`src/rtl/host_cmd_ctrl.sv`:
```
// Host command sequencer: pops opcode/address/data bytes from the bridge RX FIFO,
// runs one register-bus transaction per frame and serves status/read data as a FIFO read port.
module host_cmd_ctrl #(
  parameter int         DATA_BYTES = 4,
  parameter int         TIMEOUT    = 256,
  parameter logic [7:0] ACK_CODE   = 8'hAA,
  parameter logic [7:0] NAK_CODE   = 8'hEE
) (
  input  logic                    clk,
  input  logic                    reset,
  input  logic                    enable,
  output logic                    rx_fifo_rd_en,
  input  logic [7:0]              rx_fifo_dout,
  input  logic                    rx_fifo_empty,
  input  logic                    tx_fifo_rd_en,
  output logic [7:0]              tx_fifo_din,
  output logic                    tx_fifo_empty,
  output logic [7:0]              reg_addr,
  output logic [8*DATA_BYTES-1:0] reg_wdata,
  output logic                    reg_wr,
  output logic                    reg_rd,
  input  logic [8*DATA_BYTES-1:0] reg_rdata,
  input  logic                    reg_ack,
  output logic                    busy,
  output logic [7:0]              err_cnt
);

  localparam int IW = (DATA_BYTES > 1) ? $clog2(DATA_BYTES) : 1;
  localparam int TW = (TIMEOUT > 1) ? $clog2(TIMEOUT) : 1;
  localparam int CW = $clog2(DATA_BYTES + 2);
  localparam int BW = 8 * (DATA_BYTES + 1);

  localparam logic [7:0]    OP_WR       = 8'h57;
  localparam logic [7:0]    OP_RD       = 8'h52;
  localparam logic [IW-1:0] LAST_IDX    = IW'(DATA_BYTES - 1);
  localparam logic [TW-1:0] TMO_MAX     = TW'(TIMEOUT - 1);
  localparam logic [CW-1:0] RD_RESP_LEN = CW'(DATA_BYTES + 1);

  typedef enum logic [2:0] {
    S_IDLE = 3'd0,
    S_OP   = 3'd1,
    S_ADDR = 3'd2,
    S_DATA = 3'd3,
    S_BUS  = 3'd4,
    S_RESP = 3'd5
  } state_t;

  // state_q is the observable FSM state for checkers.
  state_t state_q, state_d;

  logic          rx_vld;
  logic          is_rd;
  logic [IW-1:0] byte_idx;
  logic [TW-1:0] tmo_cnt;
  logic [BW-1:0] resp_buf;
  logic [CW-1:0] resp_cnt;

  logic fetch_st, set_wr, set_rd, bad_op, latch_addr, latch_data;
  logic start_bus, bus_ack, bus_tmo, tx_pop;

  // Handshake: a pop is requested for one cycle and its byte is consumed the
  // following cycle (rx_vld); no new pop is issued while one is outstanding.
  assign fetch_st      = (state_q == S_OP) || (state_q == S_ADDR) || (state_q == S_DATA);
  assign rx_fifo_rd_en = enable && !reset && !rx_fifo_empty && fetch_st && !rx_vld;
  assign tx_fifo_empty = (resp_cnt == '0);
  assign tx_pop        = tx_fifo_rd_en && !tx_fifo_empty;
  assign busy          = (state_q != S_IDLE) || !tx_fifo_empty;

  always_ff @(posedge clk) begin
    if (reset) state_q <= S_IDLE;
    else       state_q <= state_d;
  end

  always_comb begin
    state_d    = state_q;
    set_wr     = 1'b0;
    set_rd     = 1'b0;
    bad_op     = 1'b0;
    latch_addr = 1'b0;
    latch_data = 1'b0;
    start_bus  = 1'b0;
    bus_ack    = 1'b0;
    bus_tmo    = 1'b0;
    case (state_q)
      S_IDLE: if (enable && tx_fifo_empty) state_d = S_OP;
      S_OP: begin
        if (!enable) state_d = S_IDLE;
        else if (rx_vld) begin
          if (rx_fifo_dout == OP_WR) begin
            set_wr  = 1'b1;
            state_d = S_ADDR;
          end else if (rx_fifo_dout == OP_RD) begin
            set_rd  = 1'b1;
            state_d = S_ADDR;
          end else begin
            bad_op  = 1'b1;
            state_d = S_RESP;
          end
        end
      end
      S_ADDR: begin
        if (!enable) state_d = S_IDLE;
        else if (rx_vld) begin
          latch_addr = 1'b1;
          if (is_rd) begin
            start_bus = 1'b1;
            state_d   = S_BUS;
          end else begin
            state_d = S_DATA;
          end
        end
      end
      S_DATA: begin
        if (!enable) state_d = S_IDLE;
        else if (rx_vld) begin
          latch_data = 1'b1;
          if (byte_idx == LAST_IDX) begin
            start_bus = 1'b1;
            state_d   = S_BUS;
          end
        end
      end
      // An ack in the same cycle as the timeout wins.
      S_BUS: begin
        if (reg_ack) begin
          bus_ack = 1'b1;
          state_d = S_RESP;
        end else if (tmo_cnt == TMO_MAX) begin
          bus_tmo = 1'b1;
          state_d = S_RESP;
        end
      end
      S_RESP:  if (tx_fifo_empty) state_d = S_IDLE;
      default: state_d = S_IDLE;
    endcase
  end

  always_ff @(posedge clk) begin
    if (reset) begin
      rx_vld      <= 1'b0;
      is_rd       <= 1'b0;
      byte_idx    <= '0;
      tmo_cnt     <= '0;
      reg_addr    <= '0;
      reg_wdata   <= '0;
      reg_wr      <= 1'b0;
      reg_rd      <= 1'b0;
      err_cnt     <= '0;
      resp_buf    <= '0;
      resp_cnt    <= '0;
      tx_fifo_din <= '0;
    end else begin
      rx_vld <= rx_fifo_rd_en;
      if (set_wr || set_rd) begin
        is_rd    <= set_rd;
        byte_idx <= '0;
      end
      if (latch_addr) reg_addr <= rx_fifo_dout;
      if (latch_data) begin
        for (int i = 0; i < DATA_BYTES; i++)
          if (byte_idx == IW'(i)) reg_wdata[8*i +: 8] <= rx_fifo_dout;
        byte_idx <= byte_idx + 1'b1;
      end
      if (start_bus) begin
        reg_wr  <= !is_rd;
        reg_rd  <= is_rd;
        tmo_cnt <= '0;
      end else if (state_q == S_BUS) begin
        if (bus_ack || bus_tmo) begin
          reg_wr <= 1'b0;
          reg_rd <= 1'b0;
        end else begin
          tmo_cnt <= tmo_cnt + 1'b1;
        end
      end
      if ((bad_op || bus_tmo) && (err_cnt != 8'hFF)) err_cnt <= err_cnt + 1'b1;
      // Loads only happen while the buffer is empty, so they never meet a pop.
      if (bad_op || bus_tmo) begin
        resp_buf <= BW'(NAK_CODE);
        resp_cnt <= CW'(1);
      end else if (bus_ack) begin
        resp_buf <= is_rd ? {reg_rdata, ACK_CODE} : BW'(ACK_CODE);
        resp_cnt <= is_rd ? RD_RESP_LEN : CW'(1);
      end else if (tx_pop) begin
        tx_fifo_din <= resp_buf[7:0];
        resp_buf    <= resp_buf >> 8;
        resp_cnt    <= resp_cnt - 1'b1;
      end
    end
  end

endmodule

```
`config.mk`:
```
export PLATFORM = sky130hd
export DESIGN_NAME = host_cmd_ctrl
export DESIGN_NICKNAME = d
export VERILOG_FILES = /design/src/rtl/host_cmd_ctrl.sv
export SDC_FILE = /design/constraint.sdc
export NUM_CORES = 1
export LEC_CHECK = 0
export BUFFER_PORTS_ARGS = -buffer_cell sky130_fd_sc_hd__buf_4
export CORE_MARGIN = 2
export CORE_UTILIZATION = 49
export DETAILED_ROUTE_END_ITERATION = 10
export HOLD_SLACK_MARGIN = 0.06
export PLACE_DENSITY = 0.75
export SLEW_MARGIN = 20
export SYNTH_ARGS = -nofsm -noshare
export SYNTH_HDL_FRONTEND = slang
export SYNTH_SLANG_ARGS = --single-unit
```
`constraint.sdc`:
```
create_clock -name clk -period 2.2 [get_ports clk]
set_input_delay 0.11 -clock clk [delete_from_list [all_inputs] [get_ports clk]]
set_output_delay 0.11 -clock clk [all_outputs]
set_load 0.01 [all_outputs]
```
# [Yosys cells after proc, flatten, opt, wreduce, memory -nomap -nowiden]
# Cells that the tools add are included.
[classes] n_addsub=4 n_bitwise=3 muxes=59 n_eq_ne=19 reduce_logical=37
[op_table] op="two-way mux 40 bit" n=3
[op_table] op="two-way mux 3 bit" n=17
[op_table] op="two-way mux 1 bit" n=34
[op_table] op="one-hot mux 3 bit (6 select lines)" n=1
[op_table] op="adder 8 x 1 -> 8 bit (second input constant)" n=2
[op_table] op="equality test 8 x 7 -> 1 bit (second input constant)" n=2
[op_table] op="inequality test 3 bit (second input constant)" n=4
[op_table] op="AND reduction 2 bit" n=6
[op_table] op="equality test 8 bit (second input constant)" n=1
[op_table] op="two-way mux 8 bit" n=1
[op_table] op="inequality test 8 bit (second input constant)" n=1
[op_table] op="nonzero test 2 bit" n=4
[op_table] op="logical AND 1 bit" n=7
[op_table] op="AND reduction 7 bit" n=1
[op_table] op="equality test 3 x 2 -> 1 bit (second input constant)" n=2
[op_table] op="equality test 3 bit (second input constant)" n=2
[op_table] op="logical NOT 3 bit" n=2
[op_table] op="logical OR 1 bit" n=6
[op_table] op="nonzero test 3 bit" n=2
[op_table] op="logical NOT 1 bit" n=5
[op_table] op="equality test 2 bit (second input constant)" n=2
[op_table] op="two-way mux 2 bit" n=2
[op_table] op="inequality test 2 bit (second input constant)" n=2
[op_table] op="OR reduction 2 bit" n=2
[op_table] op="9 further kinds" n=11
[word_totals] reg_bits=116 elab_cells=140 inputBits=46

# [Depth between registers and ports, before layout]
# Gate-level depths: netlist (run 1).
[logic_depth] ltp_word=9 ltp_mapped=8

# [Least setup slack after synthesis (run 1)]
# OpenSTA, ideal clock, no wires.
[synth_timing] kind="flip-flop to flip-flop" startpoint="register state_q[2]" endpoint="register err_cnt[5]" path_buffers=1 required_time_ns=2.130 setup_slack_ns=0.122 period_less_slack_ns=2.078 stages_incl_launch_ff=7 t_arrival_ns=2.007 path_cell_list="dfxtp_1 buf_4 or4b_4 nor3b_4 o21ai_4 or4_1 a21oi_1"
[synth_between] elab_chain_len=4
[synth_rtl] element="start: declaration" line="49" source="state_t state_q, state_d;"
[synth_rtl] element="start signal: assignment" line="71" source="else state_q <= state_d;"
[synth_rtl] element="equality test 3 x 1 -> 1 bit / equality test 3 bit (equally long branches)" line="84" source="case (state_q)"
[synth_rtl] element="two-way mux 1 bit" line="84"
[synth_rtl] element="logical OR 1 bit (*)" line="176" source="if ((bad_op || bus_tmo) && (err_cnt != 8'hFF)) err_cnt <= err_cnt + 1'b1;"
[synth_rtl] element="logical AND 1 bit (*)" line="176"
[synth_rtl] element="end signal: assignment" line="176"
[synth_rtl] element="end: declaration" line="25" source="output logic [7:0] err_cnt"
# Mark *: on every way between the ends. The rest lies on a longest branch, timed or not.
# A chain may end at the register's enable or synchronous reset.

# [Worst setup path in the final report (run 1)]
[layout_timing] startpoint="register state_q[1]" endpoint="register err_cnt[7]"
# Same word-level chain as after synthesis.

==> metrics.md, run 1 <==
| Metric | Value |
|---|---|
| Fmax | 474 MHz |
| Data required time at the worst endpoint | 2640 ps |
| Starting density of the core | 50.7% |
| Final Slew Violations | 0 |
| Length in cells of the worst reg-to-reg path | 5 |
| Final ANT Viol Nets | 0 |
| Synthesized-area fraction occupied by and/or/nand/nor cells | 23.6% |
| Number of iterations in the first detailed-routing pass | 5 |
| Vias in the first global route | about 4700 |
| Drt first-iter violations | about 280 |
| Clock Tree Root | sky130_fd_sc_hd__clkbuf_8 |
| Max VDD drop | 0.474 mV |
| Total wire length after detailed routing | 13800 µm |
| Filler cells | 781 |
| Core area | 9820 µm² |
| Leakage power of the design | 2.75 nW |
| Multiplexer share of the synthesized area | 5.93% |
| Leading post-synthesis cells by cell area | sky130_fd_sc_hd__dfxtp_1, sky130_fd_sc_hd__nand2_1, sky130_fd_sc_hd__a21oi_1 |
| Post-Syn Area | 4980 µm² |
| Count of flip-flops with a built-in enable after synthesis | 0 |
| Area used by multi-input combinational logic | about 2500 µm² |
| Adder-cell share of the synthesized area | under 10% |
| Synth cell types | between 40 and 50 |
| Commonest cells in the netlist | sky130_fd_sc_hd__dfxtp_1, sky130_fd_sc_hd__nand2_1, sky130_fd_sc_hd__a21oi_1 |
| Total track usage | 25.1% |
| Measured slew at the worst slew-check pin | 570 ps |
| Part of the Yosys area used for sequential elements | 46.6% |
| Clk slew on worst S/H paths | 60 ps |
| Critical path launch point | state_q[1]$_SDFFE_PP0P_ |
| TritonCTS Sinks | 116 |
| Xor and xnor area share after synthesis | 2.11% |
| Flop2flop setup slack | 90 ps |
| Top FF cell, synth | sky130_fd_sc_hd__dfxtp_1 |
| Result of the run | complete, no violations |
| Crit Path Max Fanout | 7 |
| Min-Delay Path Class | primary input to register |
| Final Skew | 7.01 ps |
| Fraction of the cycle the final worst path needs | a little over nine tenths |
| Pwr per Cell Area | 799 nW/µm² |
| Number of failing setup endpoints in the final timing report | 0 |
| Period minus WS final | ~2100 ps |
| Number of synthesized register bits | about 120 |
| DP Wirelength | between 8000 and 9000 µm |
| Chain of cells forming the critical path | or4b_4 > nor3b_4 > o21ai_4 > or4_4 > a21oi_2 |
| Post-synth net total | 647 |
| Largest family of logic cells by synthesized area | simple AND/OR/NAND/NOR gates |
| Category of the critical setup timing path | register to register |
| Top cell type's share of synthesized area | 46.6% |
| # rows | 36 |
| Buffers added on ports | 106 |
| Final weighted congestion in routability-driven placement | 0.918 |
| Hold Vio Cnt, Final | 0 |
| Crit path capture type | register |
| Worst slew margin relative to its limit | 62.0% |
| Total design power | 5.57 mW |
| Leading cell type by number of instances after synthesis | sky130_fd_sc_hd__dfxtp_1 |
| Crit path largest cell delay | around 550 ps |
| Post-Syn Instances | 593 |
| Area of the die | about 11000 µm² |
| Final #Nets | 796 |
| Startpoint types | register |
| Cell with the biggest individual delay on the critical path | sky130_fd_sc_hd__or4b_4 |
| Avg Cell Area, Syn | around 8.4 µm² |
| Die Ht | 105 µm |
| Sum of negative setup slack | 0 ps |
| CTS tree | done |
| Global-route wire length before repair | 22400 µm |
| Critical R2R Capture | err_cnt[7]$_SDFFE_PP0P_ |
| Initial antenna violation count | 0 |
| Layout cells sized above 1 | 23.7% |
| Insertion delay to the later sink of the worst-skew pair | roughly 510 ps |
| Number of vias in the routed layout | slightly below 5000 |
| Via density | ~5.5 |
| Startpoint of the most critical register-to-register path | state_q[1]$_SDFFE_PP0P_ |
| Register area | 2320 µm² |
| Fraction of synthesis flops using an asynchronous set or reset pin | 0% |
| Clock H-tree levels | 4 |
| Overflow after GRT | 0 |
| Max Buffers Root-to-Sink | 2 |
| Maximum Capacitance Violations | 0 |
| Share of the synthesized area in compound gates (AO/OA/AOI/OAI) | 15.6% |
| Area grow syn2layout | 40.0% |
| Endpoint arrival time on the critical path | roughly 2600 ps |
| Pin count of the biggest net entering global routing | 61 |
| Area leader, netlist | sky130_fd_sc_hd__dfxtp_1 |
| Count of yosys warnings during synthesis | 0 |
| Fraction of the core area covered by cells at the end of the flow | approximately 70% |
| End of the critical path | err_cnt[7]$_SDFFE_PP0P_ |
| Number of buffers added by the clock tree synthesis step | 17 |
| Antenna diode instance count | 0 |
| I/O pins | 107 |
| Routed length per placed instance | 15.6 µm |
| Number of DRC violations after detailed routing | 0 |
| Horizontal die dimension | about 100 µm |
cells by family after synthesis:
group,after synthesis
buffers and inverters,53
adders and majority gates,8
muxes,29
DFF,116
and+or+nand+nor,251
AOI/OAI and AO/OA,124
xor gates and xnor gates,12
how the worst min path moves through the flow:
stage | start | end | slack (ps) | depth (start not counted)
floorplan | rx_fifo_empty | rx_vld$_SDFF_PP0_ | 190 | 1
finish | enable | state_q[0]$_SDFFE_PP0P_ | 190 | 4
CTS | enable | state_q[0]$_SDFFE_PP0P_ | 160 | 4
detailed placement | rx_fifo_empty | rx_vld$_SDFF_PP0_ | 290 | 2
global placement | rx_fifo_empty | rx_vld$_SDFF_PP0_ | 290 | 2
global route | tx_fifo_rd_en | tx_fifo_din[6]$_SDFFE_PP0P_ | 210 | 5
metrics by stage:
stage / setup slack, ps / area, µm² / instances / hold WS (ps)
final: 89.0 / 6970 / 887 / 186
after global routing: -5.08 / 6970 / 887 / 207
after global placement: 69.9 / 5960 / 810 / 293
after floorplan: 122 / 4980 / 593 / 189
after detailed placement: 27.7 / 5960 / 810 / 288
after CTS: 3.76 / 6910 / 883 / 160
critical path: cells and delay by family, from the launching register on:
kind	cells	cell delay [ps]
and+or+nand+nor	3	1460
AOI/OAI and AO/OA	2	270
DFF	1	310
metal layers:
layer  routed length, µm  up-vias  global-route usage [%]
li1                    -     2391                       -
met4                 247        0                    9.71
met2                7370      151                    45.0
met1                5550     2330                    29.2
met3                 660       28                    4.93
met5                   0        -                       0
registers in the layout, summed over array words and instances, names as in the netlist:
signal and count:
is_rd 1, reg_addr 8, byte_idx 2, err_cnt 8, resp_buf 40, tmo_cnt 8
resp_cnt 3, reg_wr 1, reg_wdata 32, reg_rd 1, rx_vld 1, tx_fifo_din 8
state_q 3
power breakdown:
part	switching, mW	total, mW	internal [mW]
registers	0.0241	2.17	2.14
logic	0.564	0.965	0.402
clock network	0.964	2.44	1.48
total	1.55	5.57	4.02
final cells by class:
cell class | instances | area share, %
Clock inverter | 14 | 1.65
Sequential cell | 116 | 33.3
Timing Repair Buffer | 173 | 20.5
Multi-Input combinational cell | 424 | 35.7
Inverter | 10 | 0.538
Clock buffer | 17 | 5.94
Tap cell | 133 | 2.39
cells in the final DEF, fill, tap and decap left out, types with 3 or more instances in the layout:
master,synthesis,layout
sky130_fd_sc_hd__nand3b_1,3,3
sky130_fd_sc_hd__a21oi_1,75,72
sky130_fd_sc_hd__mux2_2,4,4
sky130_fd_sc_hd__clkinvlp_4,0,5
sky130_fd_sc_hd__xnor2_1,5,5
sky130_fd_sc_hd__a311oi_1,24,24
sky130_fd_sc_hd__ha_1,8,7
sky130_fd_sc_hd__nor2b_1,3,3
sky130_fd_sc_hd__nand3_1,53,52
sky130_fd_sc_hd__o21ai_0,3,3
sky130_fd_sc_hd__dlygate4sd3_1,0,42
sky130_fd_sc_hd__inv_1,10,10
sky130_fd_sc_hd__mux2i_1,25,25
sky130_fd_sc_hd__dfxtp_1,116,116
sky130_fd_sc_hd__a21oi_2,0,3
sky130_fd_sc_hd__or3_1,4,4
sky130_fd_sc_hd__nand4_1,4,4
sky130_fd_sc_hd__nor3_1,7,6
sky130_fd_sc_hd__a211oi_1,4,4
sky130_fd_sc_hd__nand2_1,104,104
sky130_fd_sc_hd__xor2_1,7,7
sky130_fd_sc_hd__nand2b_1,6,6
sky130_fd_sc_hd__a31oi_1,5,5
sky130_fd_sc_hd__clkinv_2,0,6
sky130_fd_sc_hd__buf_4,1,129
sky130_fd_sc_hd__nor2_1,49,49
sky130_fd_sc_hd__clkbuf_16,0,16
repair_timing:
| item | CTS | global route |
|---|---|---|
| endpoints found under the hold margin | 88 | 0 |
| setup endpoints to repair | 0 | 13 |
| setup buffers | 0 | 4 |
| hold buffers | 42 | 0 |
| resized for setup | 0 | 7 |
No activity file was read; power rests on OpenSTA's default activity.
==> inputs of run 2 (changes only) <==
Settings changed: CORE_UTILIZATION 49 to 50, CTS_BUF_LIST from default to sky130_fd_sc_hd__clkbuf_4 sky130_fd_sc_hd__clkbuf_8, PLACE_DENSITY 0.75 to 0.76, SKIP_LAST_GASP from default to 1.
==> metrics.md, run 2 (same netlist as run 1, synthesis figures left out) <==
| Metric | Value |
|---|---|
| Biggest registers after layout | resp_buf x40, reg_wdata x32 (unchanged) |
| Vias in the first global route | 4582 (was 4695) |
| Chain of cells forming the critical path | dlygate4sd3_1 > buf_4 > nand4bb_1 > o311a_4 > or2_1 > or3_1 > a211oi_1 (was or4b_4 > nor3b_4 > o21ai_4 > or4_4 > a21oi_2) |
| Area of the die | 10800 µm² (was 11000 µm²) |
| Horizontal die dimension | 104 µm (was 105 µm) |
| Filler cells | 809 (was 781) |
| Hold Vio Cnt, Final | 0 (unchanged) |
| Commonest cells after routing, fill and taps aside | sky130_fd_sc_hd__buf_4, sky130_fd_sc_hd__dfxtp_1, sky130_fd_sc_hd__nand2_1 (unchanged) |
| Pwr per Cell Area | 726 nW/µm² (was 799 nW/µm²) |
| Clk slew on worst S/H paths | 70 ps (was 60 ps) |
| TritonCTS Sinks | 116 (unchanged) |
| Setup repair after global routing missed its margin | false |
| Fraction of the core area covered by cells at the end of the flow | 69.0% (was 71.0%) |
| Pin count of the biggest net entering global routing | 61 (unchanged) |
| Total design power | 4.87 mW (was 5.57 mW) |
| Number of failing setup endpoints in the final timing report | 0 (unchanged) |
| Number of buffers inserted by post-CTS setup repair | 0 (unchanged) |
| Crit Path Max Fanout | 6 (was 7) |
| Final ANT Viol Nets | 0 (unchanged) |
| Measured slew at the worst slew-check pin | 585 ps (was 570 ps) |
| Critical R2R Capture | err_cnt[7]$_SDFFE_PP0P_ (unchanged) |
| Global-route wire length before repair | 21700 µm (was 22400 µm) |
| CTS tree | done (unchanged) |
| Maximum Capacitance Violations | 0 (unchanged) |
| Endpoint arrival time on the critical path | 2450 ps (was 2550 ps) |
| Startpoint of the most critical register-to-register path | state_q[0]$_SDFFE_PP0P_ (was state_q[1]$_SDFFE_PP0P_) |
| Crit path largest cell delay | 540 ps (was 550 ps) |
| Length in cells of the worst reg-to-reg path | 5 (unchanged) |
| DP Wirelength | 8720 µm (was 8770 µm) |
| Number of DRC violations after detailed routing | 0 (unchanged) |
| Final weighted congestion in routability-driven placement | 0.837 (was 0.918) |
| Antenna diode instance count | 0 (unchanged) |
| Final Skew | 6.64 ps (was 7.01 ps) |
| Total track usage | 24.7% (was 25.1%) |
| # rows | 36 (unchanged) |
| Fmax | 475 MHz (was 474 MHz) |
| Clock Tree Root | sky130_fd_sc_hd__clkbuf_8 (unchanged) |
| Leakage power of the design | 2.65 nW (was 2.75 nW) |
| Net switching power of the design | 1.55 mW (about the same) |
| Worst min-delay path startpoint | reg_rdata[6] (was enable) |
| Clock H-tree levels | 4 (unchanged) |
| Final #Nets | 788 (was 796) |
| Sum of negative setup slack | 0 ps (unchanged) |
| Max VDD drop | 0.388 mV (was 0.474 mV) |
| Routed length per placed instance | 15.1 µm (was 15.6 µm) |
| Most common library cell in the layout ignoring fill and taps | sky130_fd_sc_hd__buf_4 (unchanged) |
| Internal power | 3.32 mW (was 4.02 mW) |
| Cell with the biggest individual delay on the critical path | sky130_fd_sc_hd__dlygate4sd3_1 (was sky130_fd_sc_hd__or4b_4) |
| Register name with the most flops | resp_buf (unchanged) |
| Die Ht | 104 µm (was 105 µm) |
| Max Buffers Root-to-Sink | 2 (unchanged) |
| Number of iterations in the first detailed-routing pass | 4 (was 5) |
| Area used by multi-input combinational logic | 2470 µm² (was 2490 µm²) |
| Crit path capture type | register (unchanged) |
| Critical path launch point | rx_fifo_dout[5] (was state_q[1]$_SDFFE_PP0P_) |
| Insertion delay to the later sink of the worst-skew pair | 430 ps (was 510 ps) |
| I/O pins | 107 (unchanged) |
| Clock share of power | 36.9% (was 43.8%) |
| Period minus WS final | 2110 ps (about the same) |
| Category of the critical setup timing path | primary input to register (was register to register) |
| Result of the run | complete, no violations (unchanged) |
| Initial antenna violation count | 0 (unchanged) |
| Data required time at the worst endpoint | 2550 ps (was 2640 ps) |
| Area grow syn2layout | 34.7% (was 40.0%) |
| Combinational group share of total power | 18.7% (was 17.3%) |
| Register area | 2320 µm² (unchanged) |
| Number of buffers added by the clock tree synthesis step | 17 (unchanged) |
| Pre-CTS setup slack | 160 ps (was 27.7 ps) |
| Fraction of the cycle the final worst path needs | 95.7% (was 96.0%) |
| Startpoint types | primary input (was register) |
| Sequential group share of total power | 44.4% (was 38.9%) |
| Max reg flops | 40 (unchanged) |
| Overflow after GRT | 0 (unchanged) |
| Drt first-iter violations | 209 (was 278) |
| Layout cells sized above 1 | 22.6% (was 23.7%) |
| Final worst setup slack | 94.5 ps (was 89.0 ps) |
| Core area | 9730 µm² (was 9820 µm²) |
| Final Slew Violations | 0 (unchanged) |
| Number of vias in the routed layout | 4805 (was 4900) |
| Buffers added on ports | 106 (unchanged) |
| Min-Delay Path Class | primary input to register (unchanged) |
| Flop2flop setup slack | 120 ps (was 90 ps) |
| Share of total power consumed by net switching | 31.9% (was 27.8%) |
| Total wire length after detailed routing | 13300 µm (was 13800 µm) |
| Via density | 5.46 (was 5.52) |
| Count of cells along the worst hold path | 3 (was 4) |
| Worst slew margin relative to its limit | 61.0% (was 62.0%) |
| Worst Hold Path EP | resp_buf[14]$_SDFFE_PP0P_ (was state_q[0]$_SDFFE_PP0P_) |
| Starting density of the core | 51.2% (was 50.7%) |
[run 2: worst max path at each step]
stage                               end  slack, ps  depth (start not counted)
6_report       resp_cnt[1]$_SDFFE_PP0P_         90                          7
5_1_grt        resp_cnt[1]$_SDFFE_PP0P_        0.2                          7
4_1_cts        resp_cnt[1]$_SDFFE_PP0P_         80                          7
3_5_place_dp    err_cnt[7]$_SDFFE_PP0P_        160                          5
3_3_place_gp    err_cnt[7]$_SDFFE_PP0P_        210                          5
2_1_floorplan   err_cnt[5]$_SDFFE_PP0P_        120                          6
[run 2: power groups by stage]
stage                     Clock [mW]  Combinational [mW]  Sequential, mW
after floorplan                    0               0.537            2.21
after global placement             0               0.841            2.21
after detailed placement           0               0.845            2.21
after CTS                       1.83               0.904            2.16
after global routing            1.93                1.00            2.17
final                           1.80               0.911            2.16
[run 2: layout make-up]
class | instances | area share [%]
Multi-Input combinational cell | 424 | 36.9
Sequential cell | 116 | 34.6
Clock buffer | 18 | 3.60
Clock inverter | 14 | 1.79
Inverter | 10 | 0.559
Tap cell | 133 | 2.48
Timing Repair Buffer | 165 | 20.1
[run 2: worst max-delay path: cells and delay by family]
family,cells,cell delay [ps]
and+or+nand+nor,3,970
buffers and inverters,2,700
AOI/OAI and AO/OA,2,680
[run 2: through the flow]
step / cell area (µm²) / hold WS [ps] / std cells
floorplan: 4980 / 189 / 593
global placement: 5950 / 290 / 809
detailed placement: 5950 / 291 / 809
CTS: 6700 / 65.4 / 880
global route: 6710 / 70.1 / 880
finish: 6710 / 87.7 / 880
[run 2: timing repair]
item,4_1_cts,5_1_grt
setup endpoints to repair,0,1
gates resized for setup,0,1
hold buffers,39,0
hold endpoints to repair,71,0
[run 2: layer usage]
layer	track usage [%]	share of wire, %	vias to the layer above
met5	0	0	-
met4	9.85	2.0	0
li1	-	-	2371
met1	30.4	43	2259
met3	5.79	4.9	23
met2	41.6	50	152
